===== src/rtl/silife_max7219_rx_if.sv =====
// silife_max7219_rx_if
//   Serial link and row read-back bundle for the MAX7219 receive model.
//   master : transmitter/observer side (drives CS/SCK/MOSI and the row select)
//   slave  : the receiver (samples the serial pins, returns row/intensity/pulses)
//   i_cs, i_sck, i_mosi : LOAD/CS (active low), serial clock, serial data MSB first
//   i_row_select        : row to read, row r = device r/8, digit r%8
//   o_row, o_intensity  : displayed pattern and intensity for the selected row
//   o_latch, o_frame_err: one-cycle pulses for a committed / discarded frame
interface silife_max7219_rx_if #(
    parameter int ROW_BITS = 5
);
    logic                i_cs;
    logic                i_sck;
    logic                i_mosi;
    logic [ROW_BITS-1:0] i_row_select;
    logic [7:0]          o_row;
    logic [3:0]          o_intensity;
    logic                o_latch;
    logic                o_frame_err;

    modport master (
        output i_cs, i_sck, i_mosi, i_row_select,
        input  o_row, o_intensity, o_latch, o_frame_err
    );

    modport slave (
        input  i_cs, i_sck, i_mosi, i_row_select,
        output o_row, o_intensity, o_latch, o_frame_err
    );
endinterface


===== src/rtl/silife_max7219_rx.sv =====
// silife_max7219_rx
//   Receive-side model of a chain of CHAIN MAX7219 LED drivers. Decodes the
//   CS/SCK/MOSI stream into 16-bit words, one per device, and keeps each
//   device's digit and configuration registers. A row read port returns the
//   pattern a given display row would show.
//   clk   : system clock, the only clock
//   reset : synchronous, active-high reset
//   bus   : silife_max7219_rx_if slave modport (serial pins, row port, pulses)
module silife_max7219_rx #(
    parameter int CHAIN    = 4,
    parameter int ROW_BITS = 5
) (
    input  logic                   clk,
    input  logic                   reset,
    silife_max7219_rx_if.slave     bus
);
    localparam int FRAME_BITS = 16 * CHAIN;
    localparam int CNT_W      = $clog2(FRAME_BITS + 2);
    localparam int DEV_W      = ROW_BITS - 3;

    // Synchronisers and edge history
    logic cs_ff1, cs_s, cs_d;
    logic sck_ff1, sck_s, sck_d;
    logic mosi_ff1, mosi_s;

    logic sck_rise, cs_rise, cs_fall;

    logic [FRAME_BITS-1:0] shift_reg;
    logic [CNT_W-1:0]      bit_cnt;

    // Per-device register file
    logic [7:0]            digit [CHAIN][8];
    logic [CHAIN-1:0][7:0] decode;
    logic [3:0]            intensity [CHAIN];
    logic [2:0]            scan_limit [CHAIN];
    logic [CHAIN-1:0]      shutdown_n;
    logic [CHAIN-1:0]      test;

    // The decode-mode register is kept for completeness but never shown.
    logic unused_decode;
    assign unused_decode = ^decode;

    assign sck_rise = sck_s && !sck_d;
    assign cs_rise  = cs_s && !cs_d;
    assign cs_fall  = !cs_s && cs_d;

    // Idle values on reset: CS high, SCK and MOSI low, so no spurious edge.
    always_ff @(posedge clk) begin
        if (reset) begin
            cs_ff1   <= 1'b1;
            cs_s     <= 1'b1;
            cs_d     <= 1'b1;
            sck_ff1  <= 1'b0;
            sck_s    <= 1'b0;
            sck_d    <= 1'b0;
            mosi_ff1 <= 1'b0;
            mosi_s   <= 1'b0;
        end else begin
            cs_ff1   <= bus.i_cs;
            cs_s     <= cs_ff1;
            cs_d     <= cs_s;
            sck_ff1  <= bus.i_sck;
            sck_s    <= sck_ff1;
            sck_d    <= sck_s;
            mosi_ff1 <= bus.i_mosi;
            mosi_s   <= mosi_ff1;
        end
    end

    // Shift register and bit counter. A CS rise judges the frame on the
    // count as it stands; a coincident SCK rise is ignored because cs_s=1.
    always_ff @(posedge clk) begin
        if (reset) begin
            shift_reg <= '0;
            bit_cnt   <= '0;
        end else begin
            if (sck_rise && !cs_s) begin
                shift_reg <= {shift_reg[FRAME_BITS-2:0], mosi_s};
            end
            if (cs_rise || cs_fall) begin
                bit_cnt <= '0;
            end else if (sck_rise && !cs_s && bit_cnt != CNT_W'(FRAME_BITS + 1)) begin
                // Saturating one past a full frame guarantees an over-long frame is discarded.
                bit_cnt <= bit_cnt + 1'b1;
            end
        end
    end

    // Commit: device d owns word d; the first word sent ends up in the top slice.
    // NOTE: the digit array is reset like any other register here because its
    // reset value is architecturally visible on o_row; a RAM-style array that
    // is always written before being read would not need it.
    always_ff @(posedge clk) begin
        if (reset) begin
            bus.o_latch     <= 1'b0;
            bus.o_frame_err <= 1'b0;
            decode          <= '0;
            shutdown_n      <= '0;
            test            <= '0;
            for (int d = 0; d < CHAIN; d++) begin
                intensity[d]  <= 4'h0;
                scan_limit[d] <= 3'd0;
                for (int k = 0; k < 8; k++) begin
                    digit[d][k] <= 8'h00;
                end
            end
        end else begin
            bus.o_latch     <= 1'b0;
            bus.o_frame_err <= 1'b0;
            if (cs_rise) begin
                if (bit_cnt == CNT_W'(FRAME_BITS)) begin
                    bus.o_latch <= 1'b1;
                    for (int d = 0; d < CHAIN; d++) begin
                        case (shift_reg[16*d+8 +: 4])
                            4'h9:    decode[d]     <= shift_reg[16*d +: 8];
                            4'hA:    intensity[d]  <= shift_reg[16*d +: 4];
                            4'hB:    scan_limit[d] <= shift_reg[16*d +: 3];
                            4'hC:    shutdown_n[d] <= shift_reg[16*d];
                            4'hF:    test[d]       <= shift_reg[16*d];
                            default: ;
                        endcase
                        for (int k = 0; k < 8; k++) begin
                            if (shift_reg[16*d+8 +: 4] == 4'(k + 1)) begin
                                digit[d][k] <= shift_reg[16*d +: 8];
                            end
                        end
                    end
                end else begin
                    bus.o_frame_err <= 1'b1;
                end
            end
        end
    end

    // Row read port: test overrides shutdown, which overrides the scan limit.
    logic [DEV_W-1:0] dev;
    logic [2:0]       k_sel;
    assign dev   = bus.i_row_select[ROW_BITS-1:3];
    assign k_sel = bus.i_row_select[2:0];

    // NOTE: every output of this combinational block gets a default first, so
    // no path leaves it unassigned and no latch is inferred.
    always_comb begin
        bus.o_row       = 8'h00;
        bus.o_intensity = 4'h0;
        if (int'(dev) < CHAIN) begin
            bus.o_intensity = intensity[dev];
            if (test[dev]) begin
                bus.o_row = 8'hFF;
            end else if (!shutdown_n[dev]) begin
                bus.o_row = 8'h00;
            end else if (k_sel > scan_limit[dev]) begin
                bus.o_row = 8'h00;
            end else begin
                bus.o_row = digit[dev][k_sel];
            end
        end
    end
endmodule


===== src/flat_wrapper.sv =====
// flat-port wrapper written by rule: the top's interface ports become plain ports
module silife_max7219_rx_flat 
#(
    parameter int CHAIN    = 4,
    parameter int ROW_BITS = 5
)
  (clk, reset, bus_i_cs, bus_i_sck, bus_i_mosi, bus_i_row_select, bus_o_row, bus_o_intensity, bus_o_latch, bus_o_frame_err);
  silife_max7219_rx_if #(.ROW_BITS(ROW_BITS)) bus_i ();
  input  logic clk;
  input  logic reset;
  input wire logic [$bits(bus_i.i_cs)-1:0] bus_i_cs;
  input wire logic [$bits(bus_i.i_sck)-1:0] bus_i_sck;
  input wire logic [$bits(bus_i.i_mosi)-1:0] bus_i_mosi;
  input wire logic [$bits(bus_i.i_row_select)-1:0] bus_i_row_select;
  output wire logic [$bits(bus_i.o_row)-1:0] bus_o_row;
  output wire logic [$bits(bus_i.o_intensity)-1:0] bus_o_intensity;
  output wire logic [$bits(bus_i.o_latch)-1:0] bus_o_latch;
  output wire logic [$bits(bus_i.o_frame_err)-1:0] bus_o_frame_err;
  assign bus_i.i_cs = bus_i_cs;
  assign bus_i.i_sck = bus_i_sck;
  assign bus_i.i_mosi = bus_i_mosi;
  assign bus_i.i_row_select = bus_i_row_select;
  assign bus_o_row = bus_i.o_row;
  assign bus_o_intensity = bus_i.o_intensity;
  assign bus_o_latch = bus_i.o_latch;
  assign bus_o_frame_err = bus_i.o_frame_err;
  silife_max7219_rx #(.CHAIN(CHAIN), .ROW_BITS(ROW_BITS)) u_core (.clk(clk), .reset(reset), .bus(bus_i));
endmodule

===== config.mk =====
export PLATFORM = sky130hd
export DESIGN_NAME = silife_max7219_rx_flat
export DESIGN_NICKNAME = d
export VERILOG_FILES = /design/src/rtl/silife_max7219_rx_if.sv /design/src/rtl/silife_max7219_rx.sv /design/src/flat_wrapper.sv
export SDC_FILE = /design/constraint.sdc
export NUM_CORES = 1
export LEC_CHECK = 0
export CORE_ASPECT_RATIO = 1.75
export CORE_MARGIN = 4
export CORE_UTILIZATION = 35
export CTS_BUF_LIST = sky130_fd_sc_hd__clkbuf_4 sky130_fd_sc_hd__clkbuf_8
export DETAILED_ROUTE_END_ITERATION = 7
export DONT_BUFFER_PORTS = 1
export MAX_ROUTING_LAYER = met4
export SLEW_MARGIN = 20
export SYNTH_ARGS = -nofsm -noshare
export SYNTH_HDL_FRONTEND = slang
export SYNTH_SLANG_ARGS = --single-unit

===== constraint.sdc =====
create_clock -name clk -period 3.94 [get_ports clk]
set_input_delay 0.394 -clock clk [delete_from_list [all_inputs] [get_ports clk]]
set_output_delay 0.394 -clock clk [all_outputs]
set_load 0.05 [all_outputs]

* Word level (Yosys, flattened, before mapping)
Memory sizes are Yosys's and may differ from the RTL's.
Index checks and enable logic that the tools add are counted.
W data, S select, Z words.
** Cells by class
- Muxes and demuxes :: 254
- Eq/ne operators :: 50
- Magnitude comparators :: 3
- Bitwise logic cells :: 42
- Reduce and logical (&&, ||, !) cells :: 19
- Add/subtract/negate cells :: 1
** Operator list (count)
- $mux W8 :: 37
- $mux W1 :: 206
- $eq A4 B4 Y1 const B :: 20
- $eq A4 B3 Y1 const B :: 16
- $or A1 B1 Y1 :: 40
- $eq A4 B2 Y1 const B :: 8
- $bmux W8 S3 :: 1
- $reduce_and A3 Y1 :: 8
- $eq A4 B1 Y1 const B :: 4
- $mux W4 :: 4
- $mux W3 :: 4
- $add A7 B1 Y7 const B :: 1
- $eq A7 B7 Y1 const B :: 1
- $ne A7 B7 Y1 const B :: 1
- $logic_and A1 B1 Y1 :: 5
- $bmux W1 S2 :: 2
- $ge A4 B4 Y1 const B :: 1
- $not A3 Y4 :: 1
- $reduce_or A2 Y1 :: 2
- $gt A3 B3 Y1 :: 1
- $logic_not A1 Y1 :: 3
- $lt A2 B3 Y1 const B :: 1
- $logic_or A1 B1 Y1 :: 1
- $not A1 Y1 :: 1
** Word-level totals
- Memories :: 3
- RAM bits :: 284
- Bits in registers :: 85
- Input port bits :: 10
- Logic and storage cells :: 392
- Output and inout port bits :: 14
** Memories
- u_core.digit :: depth 4, width 64, read ports 1, clocked after Yosys merged registers in 0, wr ports 4, line silife_max7219_rx.sv:32 : logic [7:0] digit [CHAIN][8];
- u_core.intensity :: depth 4, width 4, read ports 1, clocked after Yosys merged registers in 0, wr ports 4, line silife_max7219_rx.sv:34 : logic [3:0] intensity [CHAIN];
- u_core.scan_limit :: depth 4, width 3, read ports 1, clocked after Yosys merged registers in 0, wr ports 4, line silife_max7219_rx.sv:35 : logic [2:0] scan_limit [CHAIN];

* Logic depth before layout (Yosys ltp)
- Depth in word-level cells :: 7
- Gate-level depth with buffers :: 12
- Depth with buffers taken out :: 8

* Worst setup path before layout
Ideal clock, no wire load.
- Path kind :: input-to-output
- Start point :: input port bus_i_row_select[3]
- End point :: output port bus_o_row[7]
- Required time :: 3.546 ns
- Path slack :: -0.624 ns
- Path buffers :: 4
- Stages on the path :: 12
- Data arrival time :: 4.170 ns
- Path through :: buf_6 buf_6 buf_4 buf_2 mux4_2 inv_1 ha_1 nor2b_1 o21a_1 o21ai_0 nand2_1 o41ai_1
** On the way
- Word-level cells in the longest chain between the ends :: 7
** RTL lines
- from (decl) :: line flat_wrapper.sv:14 : input wire logic [$bits(bus_i.i_row_select)-1:0] bus_i_row_select;
- $mem_v2 Z4 W64
- $bmux W8 S3 :: line silife_max7219_rx.sv:155 : bus.o_row = digit[dev][k_sel];
- $mux W8 (implied by the code) (2 in series) :: line silife_max7219_rx.sv:155
- $mux W8 :: line silife_max7219_rx.sv:152 : end else if (k_sel > scan_limit[dev]) begin
- $mux W8 :: line silife_max7219_rx.sv:150 : end else if (!shutdown_n[dev]) begin
- $mux W8 * :: line silife_max7219_rx.sv:148 : if (test[dev]) begin
- to (decl) :: line flat_wrapper.sv:15 : output wire logic [$bits(bus_i.o_row)-1:0] bus_o_row;
Mark *: on every way between the ends. The rest lies on a longest branch, timed or not. The select of a mux whose other input is x is not followed.

* Final worst setup path
- Start point :: memory u_core.scan_limit[3][1]
- End point :: output port bus_o_row[7]
** On the way
- Word-level cells in the longest chain between the ends :: 5
** RTL lines (line)
- from (decl) :: silife_max7219_rx.sv:35
- $mem_v2 Z4 W3
- $gt A3 B3 Y1 :: silife_max7219_rx.sv:152
- $mux W8 :: silife_max7219_rx.sv:152
- $mux W8 :: silife_max7219_rx.sv:150
- $mux W8 :: silife_max7219_rx.sv:148
Every way passes these cells.

==> reports/summary.json <==
{
  "critical_path": {
    "setup.worst_path.start_class": "flip-flop",
    "worstSetupPathType": "flip-flop to primary output",
    "critPathRequiredTime_ps": 3550,
    "worst_path_dominant_cell_family": "compound AO/OA/AOI/OAI gates",
    "path_cells": "mux4_2, inv_1, ha_1, nor2b_1, o21a_1, o21ai_0, nand2_1, o41ai_2, buf_4",
    "arrival_ps": 3370,
    "timing.critical_path.slowest_stage_cell": "sky130_fd_sc_hd__mux4_2",
    "critical_path.endpoint_type": "primary output",
    "critical_path.n_buffers_inverters": 2,
    "critical-path-max-stage-delay_ps": 470,
    "crit_path_max_fanout": 3
  },
  "clock_tree": {
    "clk_tree_root_cell": "sky130_fd_sc_hd__clkbuf_8",
    "worstSkewPairLatency_ps": 630,
    "clk_path_buf_depth": 3,
    "ctsResizeCount": 0,
    "clock-sinks": 369,
    "post-cts-setup-buffer-count": 0,
    "htree_levels": 2,
    "clkSlewWorstSetupHoldPaths_ps": 70,
    "cts-buffers-inserted": 53,
    "cts_tree": "done"
  },
  "timing": {
    "final.setup_skew_ps": 49.2,
    "max_slew_margin": 0.268,
    "timing_hold_violations_final": 0,
    "max_slew_violation_count": 0,
    "final_min_period_over_clock_period": 0.955,
    "final.hold.worst_slack_ps": 85.1,
    "finalSetupViolCount": 0,
    "maxClockFrequency_mhz": 266,
    "tns_ps": 0,
    "rsz_0062_raised_after_global_routing": "false",
    "worstMarginPinSlew_ps": 1070,
    "timing.final.crit_period_ps": 3760
  },
  "global_routing": {
    "grt_antenna_before_repair": 1,
    "grt_overflow_total": 0,
    "grt_use_total": 0.197,
    "global_route_wire_length_before_repair_um": 68200,
    "first_global_vias": 9915,
    "grt_start_max_net_pins": 85
  },
  "power_and_ir_drop": {
    "seqPwrFrac": 0.549,
    "p_leak_nw": 6.13,
    "p_clk_frac": 0.396,
    "cellPowerDensity_nw_per_um2": 450,
    "vdd_ir_drop_max_mv": 0.244,
    "netSwitchingPower_w": 0.00185,
    "pwr-share-comb": 0.055,
    "share_of_total_power_consumed_by_net_switching": 0.230,
    "design_internal_power_w": 0.00618
  },
  "yosys": {
    "synth_top_cell_by_area": "sky130_fd_sc_hd__edfxtp_1",
    "netlist_top_cells_area": "sky130_fd_sc_hd__edfxtp_1 (53%), sky130_fd_sc_hd__dfxtp_1 (11%), sky130_fd_sc_hd__and2_1 (6.8%)",
    "syn-instance-count": 1202,
    "synth_sequential_area_ratio": 0.632,
    "syn-num-nets": 1219,
    "synth_top_area_frac": 0.527,
    "asyncSetResetFlopFracSynth": 0,
    "synth_area_per_cell_um2": 13.5,
    "synth_cell_type_count": 62,
    "synth_edf_count": 284,
    "synth_top_flop_cell": "sky130_fd_sc_hd__edfxtp_1",
    "ys.warnings.count": 0,
    "synth.ff_latch_count": 369,
    "mappedNetlistArea_um2": 16200
  },
  "route": {
    "met1Wirelength_um": 14800,
    "finalWirelength_um": 48300,
    "post_drt_wl_per_cell_um": 26.4,
    "ant_nets": 0,
    "maxUsedRoutingLayer": "met4",
    "met3_length_um": 2340,
    "drcViolationCount": 0,
    "amount_of_wire_on_met2_after_detailed_routing_um": 25800,
    "drt_pre_antenna_iters": 7,
    "via_count_of_the_routed_design": 9908,
    "dr.first_iter.drc_count": 810,
    "viasPerCell": 5.42
  },
  "layout": {
    "layout-drive-gt1-share": 0.157,
    "area_growth_pct": 10.2,
    "max_reg_flops": 256,
    "number_of_filler_instances_in_the_final_layout": 4255,
    "finish.utilization": 0.389,
    "nNetsFinal": 1217
  },
  "worst_hold_path": {
    "type_of_the_tightest_min_delay_check": "primary input to flip-flop"
  },
  "place": {
    "place_hpwl_um": 34800,
    "gp_congestion": 0.913,
    "placement.io_buffers": 0
  },
  "status": {
    "status": "finished, final reports clean"
  },
  "job": {
    "max-cap-violations": 0
  },
  "die": {
    "design.portCount": 24,
    "fp-row-count": 104,
    "effective_utilization_at_floorplan": 0.353,
    "floorplan.core_area_um2": 45900,
    "die_y_um": 293,
    "design.die.area_um2": 49900,
    "fp.dieW_um": 171
  }
}
## power by group through the flow
stage               clock network [W]  registers [W]  logic [W]
floorplan                           0        0.00443   0.000348
global placement                    0        0.00448   0.000418
detailed placement                  0        0.00449   0.000419
CTS                           0.00324        0.00440   0.000440
global route                  0.00341        0.00441   0.000457
finish                        0.00318        0.00440   0.000440
## placed cells by master (no fill, tap or decap), drive strengths merged, types with 7 or more instances in the layout
master / Yosys / routed
clkinv: 6 / 23
nand2: 143 / 143
mux2i: 52 / 52
mux4: 45 / 45
nor4: 7 / 7
mux2: 31 / 31
nor2: 55 / 55
a21o: 19 / 19
nor2b: 16 / 16
nor3: 12 / 12
edfxtp: 284 / 284
a21oi: 64 / 64
and2: 177 / 177
dfxtp: 85 / 85
ha: 7 / 7
a221oi: 14 / 14
nand2b: 7 / 7
a31o: 13 / 13
clkbuf: 45 / 78
buf: 29 / 14
o22ai: 14 / 14
inv: 14 / 16
## worst paths after layout
path / from / endpoint / slack [ps] / cells past startpoint
worst max-delay path: u_core.scan_limit[3][1] / bus_o_row[7] / 180 / 9
worst min-delay path: reset / u_core.bus.o_frame_err / 90 / 2
worst max register to register: u_core.shift_reg[40] / u_core.digit[1][60] / 1340 / 6
worst min register to register: u_core.cs_ff1 / u_core.cs_s / 410 / 1
## cells by family after synthesis
| family | after synthesis | synth area share |
|---|---|---|
| simple gates | 447 | 0.148 |
| flops | 369 | 0.632 |
| compound gates | 151 | 0.0625 |
| mux | 128 | 0.122 |
| buf+inv | 94 | 0.0280 |
| fa+ha+maj | 7 | 0.00541 |
| xor+xnor | 6 | 0.00324 |
## worst register-to-register path, cell delays in order (launching register included)
cell and delay, ps:
sky130_fd_sc_hd__dfxtp_1 530, sky130_fd_sc_hd__nand2b_1 130, sky130_fd_sc_hd__nor3_1 470, sky130_fd_sc_hd__nor3_1 120, sky130_fd_sc_hd__a21oi_1 150, sky130_fd_sc_hd__buf_4 280
sky130_fd_sc_hd__and2_1 590
## cell usage after synthesis, types with 14 or more instances
| cell type | count |
|---|---|
| sky130_fd_sc_hd__nand2_1 | 143 |
| sky130_fd_sc_hd__o22ai_1 | 14 |
| sky130_fd_sc_hd__clkbuf_1 | 45 |
| sky130_fd_sc_hd__a21oi_1 | 64 |
| sky130_fd_sc_hd__nor2_1 | 52 |
| sky130_fd_sc_hd__nor2b_1 | 16 |
| sky130_fd_sc_hd__mux2i_1 | 52 |
| sky130_fd_sc_hd__mux4_2 | 22 |
| sky130_fd_sc_hd__mux2_2 | 31 |
| sky130_fd_sc_hd__dfxtp_1 | 85 |
| sky130_fd_sc_hd__mux4_1 | 23 |
| sky130_fd_sc_hd__edfxtp_1 | 284 |
| sky130_fd_sc_hd__a21o_1 | 19 |
| sky130_fd_sc_hd__a221oi_1 | 14 |
| sky130_fd_sc_hd__and2_1 | 177 |
## metal layers
layer  up-vias  GRT usage
li1       4415          -
met1      4911      0.182
met2       417      0.352
met3       165     0.0238
met4         0      0.167
met5         -          -
## cell type report
type / instances / area, µm² / area share
Clock buffer: 78 / 973 / 0.0545
Timing Repair Buffer: 17 / 155 / 0.00869
Sequential cell: 369 / 10200 / 0.573
Antenna cell: 1 / 2.50 / 0.000140
Multi-Input combinational cell: 739 / 5530 / 0.310
Inverter: 20 / 75.1 / 0.00421
Clock inverter: 22 / 153 / 0.00855
Tap cell: 583 / 729 / 0.0409
## per-stage QoR
step                instances  area, µm²  total power, W  worst slack (ps)
detailed placement       1724      16700         0.00491               749
finish                   1829      17900         0.00803               176
CTS                      1828      17800         0.00809               204
global route             1829      17900         0.00828              95.7
floorplan                1202      16200         0.00478             -3.29
global placement         1724      16700         0.00490               720
## timing repair
item                                   in CTS  in global routing
hold buffers                                4                  0
setup endpoints to repair                   0                  0
endpoints found under the hold margin      76                  0
Note: power is estimated with default switching activity, not from simulation.
